### config.mk
export PLATFORM = sky130hd
export DESIGN_NAME = ok_buffered_pipe_in
export DESIGN_NICKNAME = d
export VERILOG_FILES = /design/src/rtl/ok_buffered_pipe_in.sv
export SDC_FILE = /design/constraint.sdc
export NUM_CORES = 1
export LEC_CHECK = 0
export CAP_MARGIN = 25
export CORE_ASPECT_RATIO = 1.5
export CORE_MARGIN = 4
export CORE_UTILIZATION = 30
export CTS_CLUSTER_DIAMETER = 150
export DETAILED_ROUTE_END_ITERATION = 10
export PLACE_DENSITY = 0.56
export SYNTH_ARGS = -nofsm -noshare
export SYNTH_HDL_FRONTEND = slang
export SYNTH_SLANG_ARGS = --single-unit
### constraint.sdc
create_clock -name ti_clk -period 3.98 [get_ports ti_clk]
set_clock_uncertainty 0.1 [all_clocks]
set_input_delay 0.796 -clock ti_clk [delete_from_list [all_inputs] [get_ports ti_clk]]
set_output_delay 0.796 -clock ti_clk [all_outputs]
set_load 0.005 [all_outputs]
### src/rtl/ok_buffered_pipe_in.sv
// rtl/ok_buffered_pipe_in.sv - host-to-FPGA pipe endpoint with FWFT FIFO
//
// Receives 16-bit host write strobes addressed to ep_addr and queues them in a
// DEPTH-entry first-word-fall-through FIFO for user logic.
//
// Ports:
//   ti_clk, ti_reset : host interface clock / synchronous active-high reset
//   ok1              : host bus in (write strobe, address, data)
//   ok2              : endpoint return bus, wired-OR; zero when not addressed
//   ep_addr          : static endpoint address, 0x80..0x9F
//   ep_dataout       : head-of-FIFO word, 0 when empty
//   ep_valid         : FIFO non-empty
//   ep_read          : pop request (ignored when empty)
//   ep_count         : occupancy 0..DEPTH
//   ep_overflow      : sticky, set when a host word is dropped
//   ep_clr_ovf       : clears ep_overflow (a same-cycle set wins)
module ok_buffered_pipe_in #(
  parameter int DEPTH = 16,
  parameter int AW    = 4
) (
  input  logic          ti_clk,
  input  logic          ti_reset,
  input  logic [30:0]   ok1,
  output logic [16:0]   ok2,
  input  logic [7:0]    ep_addr,
  output logic [15:0]   ep_dataout,
  output logic          ep_valid,
  input  logic          ep_read,
  output logic [AW:0]   ep_count,
  output logic          ep_overflow,
  input  logic          ep_clr_ovf
);

  // Host bus field positions
  localparam int OK_TI_WRITE       = 28;
  localparam int OK_TI_ADDR_END    = 23;
  localparam int OK_TI_ADDR_START  = 16;
  localparam int OK_TI_DATAIN_END  = 15;
  localparam int OK_TI_DATAIN_START = 0;
  localparam int OK_READY          = 16;

  localparam logic [AW:0] FULL_CNT = DEPTH[AW:0];

  logic        ti_write;
  logic [7:0]  ti_addr;
  logic [15:0] ti_datain;

  assign ti_write  = ok1[OK_TI_WRITE];
  assign ti_addr   = ok1[OK_TI_ADDR_END:OK_TI_ADDR_START];
  assign ti_datain = ok1[OK_TI_DATAIN_END:OK_TI_DATAIN_START];

  // Clock/reset copies and spare bits on ok1 are carried separately as ports.
  logic unused_ok1;
  assign unused_ok1 = ^{ok1[30:29], ok1[27:24]};

  logic [15:0]   mem [DEPTH];
  logic [AW-1:0] wr_ptr;
  logic [AW-1:0] rd_ptr;
  logic [AW:0]   count;
  logic          overflow;

  logic addressed;
  logic push;
  logic pop;
  logic not_full;
  logic accept;

  assign addressed = (ti_addr == ep_addr);
  assign push      = ti_write & addressed;
  assign not_full  = (count < FULL_CNT);
  assign pop       = ep_read & ep_valid;
  // A pop in the same cycle frees the slot, so a full FIFO can still accept.
  assign accept    = push & (not_full | pop);

  always_ff @(posedge ti_clk) begin
    if (ti_reset) begin
      wr_ptr   <= '0;
      rd_ptr   <= '0;
      count    <= '0;
      overflow <= 1'b0;
    end else begin
      if (accept) begin
        wr_ptr <= wr_ptr + 1'b1;
      end
      if (pop) begin
        rd_ptr <= rd_ptr + 1'b1;
      end
      case ({accept, pop})
        2'b10:   count <= count + 1'b1;
        2'b01:   count <= count - 1'b1;
        default: count <= count;
      endcase
      if (push && !accept) begin
        overflow <= 1'b1;
      end else if (ep_clr_ovf) begin
        overflow <= 1'b0;
      end
    end
  end

  // Storage is not reset; contents are only meaningful between the pointers.
  always_ff @(posedge ti_clk) begin
    if (!ti_reset && accept) begin
      mem[wr_ptr] <= ti_datain;
    end
  end

  always_ff @(posedge ti_clk) begin
    assert ((ep_addr >= 8'h80) && (ep_addr <= 8'h9F) &&
            (DEPTH >= 2) && (DEPTH == (1 << AW)))
    else begin
      $error("ok_buffered_pipe_in: bad ep_addr or DEPTH/AW");
      $finish;
    end
  end

  assign ep_valid    = (count != '0);
  assign ep_dataout  = ep_valid ? mem[rd_ptr] : 16'h0000;
  assign ep_count    = count;
  assign ep_overflow = overflow;

  always_comb begin
    ok2           = '0;
    ok2[OK_READY] = addressed & not_full;
  end

endmodule
# Word-level counts from Yosys, hierarchy flattened
# Memory sizes are Yosys's and may differ from the RTL's. A register that Yosys moved wholly into a read port is not among the register bits.
# Cells that the tools add are included.
[word_totals]
mem_bits_ro = 0
in_bits = 43
word_cells = 33
ramBits = 256
latchBits = 0
mem_count = 1
out_inout_bits = 40
register_bits = 14
[memory_table]
columns = ["memory", "depth", "width", "rd", "rd_ports_with_merged_regs", "wr", "line_no", "source"]
rows = [
  ["mem", 16, 16, 1, 1, 1, "56", "logic [15:0] mem [DEPTH];"],
]
[classes]
n_eq_ne = 3
n_bitwise = 5
addsub = 4
magnitude_cmp = 1
n_shift = 0
muxes = 8
div = 0
n_reduce_logical = 7
n_mul = 0
[ops]
columns = ["cell", "n"]
rows = [
  ["$mux 16", 1],
  ["$pmux 5 s2", 1],
  ["$add 4x1->4 const B", 2],
  ["$eq 8x8->1", 1],
  ["$mux 4", 2],
  ["$add 5x1->5 const B", 1],
  ["$lt 5x5->1 const B", 1],
  ["$reduce_bool 5->1", 1],
  ["$sub 5x1->5 const B", 1],
  ["$and 1x1->1", 4],
  ["$mux 1", 4],
  ["$reduce_bool 2->1", 2],
  ["$eq 2x1->1 const B", 1],
  ["$eq 2x2->1 const B", 1],
  ["$logic_and 1x1->1", 2],
  ["$logic_not 1->1", 2],
  ["$or 1x1->1", 1],
]

# Longest topological paths before layout
[depth]
word_depth = 7
ltp_mapped = 11

# Worst setup path before layout
# No wires, ideal clock.
[synth_path]
path_kind = "input to register"
from = "input port ep_addr[4]"
to = "register count[4], in the netlist ep_count[4]"
path_buffers = 1
cell_stages = 11
path_slack_ns = 0.513
t_arrival_ns = 3.247
setup_ns = 0.121
path_cell_list = "xnor2_1 nand4_1 nor3_4 buf_2 inv_1 ha_1 fa_1 a21o_1 a21oi_1 mux2i_1 mux2_2"
[synth_between]
elab_chain_len = 5
elab_cells_between_ends = 7
cone_classes = "eq/ne (3); mux (1); bitwise (2); reduce/logical (1)"
[synth_rtl]
columns = ["item", "line_no", "source"]
rows = [
  ["from (decl)", "25", "input logic [7:0] ep_addr,"],
  ["$eq 8x8->1 *", "68", "assign addressed = (ti_addr == ep_addr);"],
  ["$and 1x1->1 *", "69", "assign push = ti_write & addressed;"],
  ["$and 1x1->1 *", "73", "assign accept = push & (not_full | pop);"],
  ["$eq 2x1->1 / $eq 2x2->1 (equally long branches)", "88", "case ({accept, pop})"],
  ["$pmux 5 s2 / $reduce_bool 2->1 (equally long branches)", "n/a", ""],
  ["to (signal assigned)", "89", "2'b10: count <= count + 1'b1;"],
  ["to (signal assigned)", "90", "2'b01: count <= count - 1'b1;"],
  ["to (signal assigned)", "91", "default: count <= count;"],
  ["to (decl)", "59", "logic [AW:0] count;"],
]
# Mark *: on every way between the ends. The rest lies on a longest branch, timed or not.
# A chain may end at the register's enable or synchronous reset.

==> Implementation_results.wiki <==
{| class="wikitable"
! Metric !! Value
|-
| Total power density per cell area || 427.2 nW/um2
|-
| Global route total overflow || 0
|-
| Resized Gates After CTS || 0
|-
| Fraction of layout cells with a size suffix above 1 || 22.60%
|-
| Filler Cells Inserted || 3400
|-
| Area growth, synth to finish || 19.42%
|-
| Maximum fanout encountered on the critical timing path || 30
|-
| Final GP Congestion || 0.7155
|-
| Final number of setup-violating endpoints || 0
|-
| Crit share post-route || 94.61%
|-
| Largest net degree at the start of global routing || 49
|-
| Slack of the worst reg-to-reg path || 770 ps
|-
| Number of remaining DRC errors || 0
|-
| Most common library cell in the layout ignoring fill and taps || sky130_fd_sc_hd__edfxtp_1
|-
| Via density || 4.718
|-
| # hold bufs at CTS || 0
|-
| Share of Yosys cell area claimed by the top area cell type || 70.27%
|-
| Iteration count of the initial detailed-routing pass || 4
|-
| Clock insertion delay at the later pin of the skew report || 530 ps
|-
| Count of nets left with antenna violations after detail routing || 0
|-
| Number of setup buffers added after CTS || 0
|-
| Number of inserted diodes || 0
|-
| Top area cells in the synthesized netlist || sky130_fd_sc_hd__edfxtp_1, sky130_fd_sc_hd__mux4_2, sky130_fd_sc_hd__mux2i_1, sky130_fd_sc_hd__dfxtp_1, sky130_fd_sc_hd__buf_4
|-
| CTS clock-pin slew for the worst setup and hold paths || 60 ps
|-
| Number of different library cells in the post-synthesis netlist || 38
|-
| Number of pins exceeding their max-slew limit in the final report || 0
|-
| Required time worst endpoint || 3080 ps
|-
| Maximum number of buffers from clock root to sink || 3
|-
| Die height || 241.9 um
|-
| Status || finished clean
|-
| Number of placed I/O pins || 83
|-
| Worst Setup Path Type || reg2out
|-
| Row count || 85
|-
| Final count of hold timing violations || 0
|-
| Via count of the first global-routing pass || 5747
|-
| Number of synthesized register bits || 274
|-
| Worst slew slack as a fraction of its limit || 61.68%
|-
| Die area || 39650 um2
|-
| Seq/Total Area, Yosys || 73.57%
|-
| Cell type contributing the most total cell area after synthesis || sky130_fd_sc_hd__edfxtp_1
|-
| Sink count of the clock tree || 274
|-
| Mean instance size in the synthesized netlist || 20.41 um2
|-
| Average wire length per cell after detail routing || 21.89 um
|-
| Clock H-tree levels || 1
|-
| Total wirelength of the detailed-routed design || 24800 um
|-
| Slew at the pin with the worst max-slew slack || 573.0 ps
|-
| Setup repair after global routing missed its margin || no
|-
| Syn Inst Count || 536
|-
| Total global-route track usage || 12.51%
|-
| Fmax achieved || 265.6 MHz
|-
| Yosys synthesis warning count || 0
|-
| Initial core utilization || 30.43%
|-
| Crit path capture type || output pin
|-
| Worst IR Drop VDD || 0.2437 mV
|-
| Synthesized cell area || 10940 um2
|-
| Worst Path Arrival || 2870 ps
|-
| Vias after detailed routing || 5346
|-
| Max-capacitance violation count || 0
|-
| Initial antenna violation count || 1
|-
| Buffer cell driving the clock tree root || sky130_fd_sc_hd__clkbuf_16
|-
| Iteration-0 DRC Markers || 410
|-
| Ys async rst share || 0%
|-
| Worst hold path class || reg2reg
|-
| TritonCTS clock tree || built
|-
| Number of synthesized flops with an enable pin || 256
|-
| Sum Neg Setup Slack || 0 ps
|-
| Half-perimeter wire length after placement || 15340 um
|-
| Commonest cells after routing, fill and taps aside || sky130_fd_sc_hd__edfxtp_1, sky130_fd_sc_hd__mux4_2, sky130_fd_sc_hd__clkdlybuf4s50_1, sky130_fd_sc_hd__mux2i_1, sky130_fd_sc_hd__buf_4
|-
| Wire length of the first global-routing pass || 36940 um
|-
| Hold slack final || 376.7 ps
|-
| Die width || 163.9 um
|-
| Post-synth top flop || sky130_fd_sc_hd__edfxtp_1
|-
| Static power due to leakage || 0.004123 uW
|-
| Category of the worst setup path launch point || register
|-
| Total clock buffers created by CTS || 26
|-
| Shortest period the worst path allows || 3766 ps
|-
| Core outline area || 35950 um2
|-
| Layout Nets || 688
|-
| Count of input and output buffers || 60
|}
[flip-flops by register name, indices dropped and copies added, names as in the netlist, named ones only]
register     cells
rd_ptr           4
mem            256
ep_count         5
wr_ptr           4
ep_overflow      1
[cell type report]
class / count / area [um2] / area share [%]
Inverter: 7 / 26.28 / 0.2011
Clock buffer: 30 / 686.9 / 5.258
Timing Repair Buffer: 97 / 915.9 / 7.011
Tap cell: 478 / 598.1 / 4.578
Sequential cell: 274 / 8054 / 61.65
Clock inverter: 18 / 117.6 / 0.9003
Multi-Input combinational cell: 229 / 2665 / 20.40
[through the flow]
| step | cells | setup WS, ps | cell area (um2) | total power, uW | utilization (%) |
|---|---|---|---|---|---|
| 6_report | 1133 | 214.4 | 13060 | 5580 | 36.34 |
| 5_1_grt | 1133 | 58.58 | 13060 | 5770 | 36.34 |
| 3_5_place_dp | 1085 | 185.7 | 12260 | 3314 | 34.10 |
| 2_1_floorplan | 551 | 512.7 | 11000 | 3246 | - |
| 4_1_cts | 1133 | 116.5 | 13060 | 5638 | 36.34 |
| 3_3_place_gp | 1085 | 237.2 | 12260 | 3308 | 34.10 |
[kinds of logic (layout without fill, tap and decap cells)]
| family | count (synthesis) | after routing | share of synthesized area [%] |
|---|---|---|---|
| adder cells (fa/ha/maj) | 10 | 10 | 1.212 |
| multiplexers | 104 | 104 | 16.87 |
| AO/OA/AOI/OAI | 27 | 27 | 1.601 |
| XOR/XNOR | 14 | 14 | 1.121 |
| buffers and inverters | 48 | 152 | 2.585 |
| other | 1 | 16 | 0.03428 |
| AND/OR/NAND/NOR | 58 | 58 | 3.008 |
| flip-flops | 274 | 274 | 73.57 |
[Yosys cell counts (3+ instances only)]
| master | instances |
|---|---|
| sky130_fd_sc_hd__a21oi_1 | 4 |
| sky130_fd_sc_hd__buf_1 | 6 |
| sky130_fd_sc_hd__mux4_2 | 64 |
| sky130_fd_sc_hd__nand2b_1 | 5 |
| sky130_fd_sc_hd__edfxtp_1 | 256 |
| sky130_fd_sc_hd__ha_1 | 9 |
| sky130_fd_sc_hd__and3_1 | 17 |
| sky130_fd_sc_hd__buf_4 | 24 |
| sky130_fd_sc_hd__xor2_1 | 5 |
| sky130_fd_sc_hd__dfxtp_1 | 18 |
| sky130_fd_sc_hd__mux2_2 | 3 |
| sky130_fd_sc_hd__inv_1 | 7 |
| sky130_fd_sc_hd__nand4_1 | 3 |
| sky130_fd_sc_hd__mux2i_1 | 37 |
| sky130_fd_sc_hd__nor2_1 | 19 |
| sky130_fd_sc_hd__xnor2_1 | 9 |
| sky130_fd_sc_hd__o22ai_1 | 16 |
| sky130_fd_sc_hd__buf_2 | 4 |
| sky130_fd_sc_hd__clkbuf_1 | 6 |
[power breakdown]
part           internal [uW]  leakage, uW  switching, uW  total [uW]
registers               3140      0.00245          0.794        3150
logic                   47.5      0.00128           58.3         106
clock network           1300     0.000394           1030        2330
[metal layers]
metal | up-vias | wire (um) | part of all wire [%] | GRT usage [%]
li1 | 2357 | - | - | -
met1 | 2786 | 9848 | 40 | 15.88
met2 | 174 | 13040 | 53 | 22.02
met3 | 27 | 1528 | 6.2 | 2.419
met4 | 2 | 363 | 1.5 | 2.888
met5 | - | 13 | 0.052 | 0
[path summary, 6_finish.rpt]
path | startpoint | endpoint | depth (start not counted)
worst max-delay path | register | ep_dataout[13] | 5
worst min-delay path | ep_overflow | ep_overflow | 2
worst max register to register | ep_count[0] | ep_count[4] | 9
worst min register to register | ep_overflow | ep_overflow | 2
[worst max-delay path, stage by stage (launching register included)]
cell	delay, ps
sky130_fd_sc_hd__dfxtp_4	550
sky130_fd_sc_hd__buf_12	300
sky130_fd_sc_hd__mux4_2	550
sky130_fd_sc_hd__mux2i_1	200
sky130_fd_sc_hd__o22ai_1	200
sky130_fd_sc_hd__clkdlybuf4s50_1	500
(Power assumes the default switching activity.)
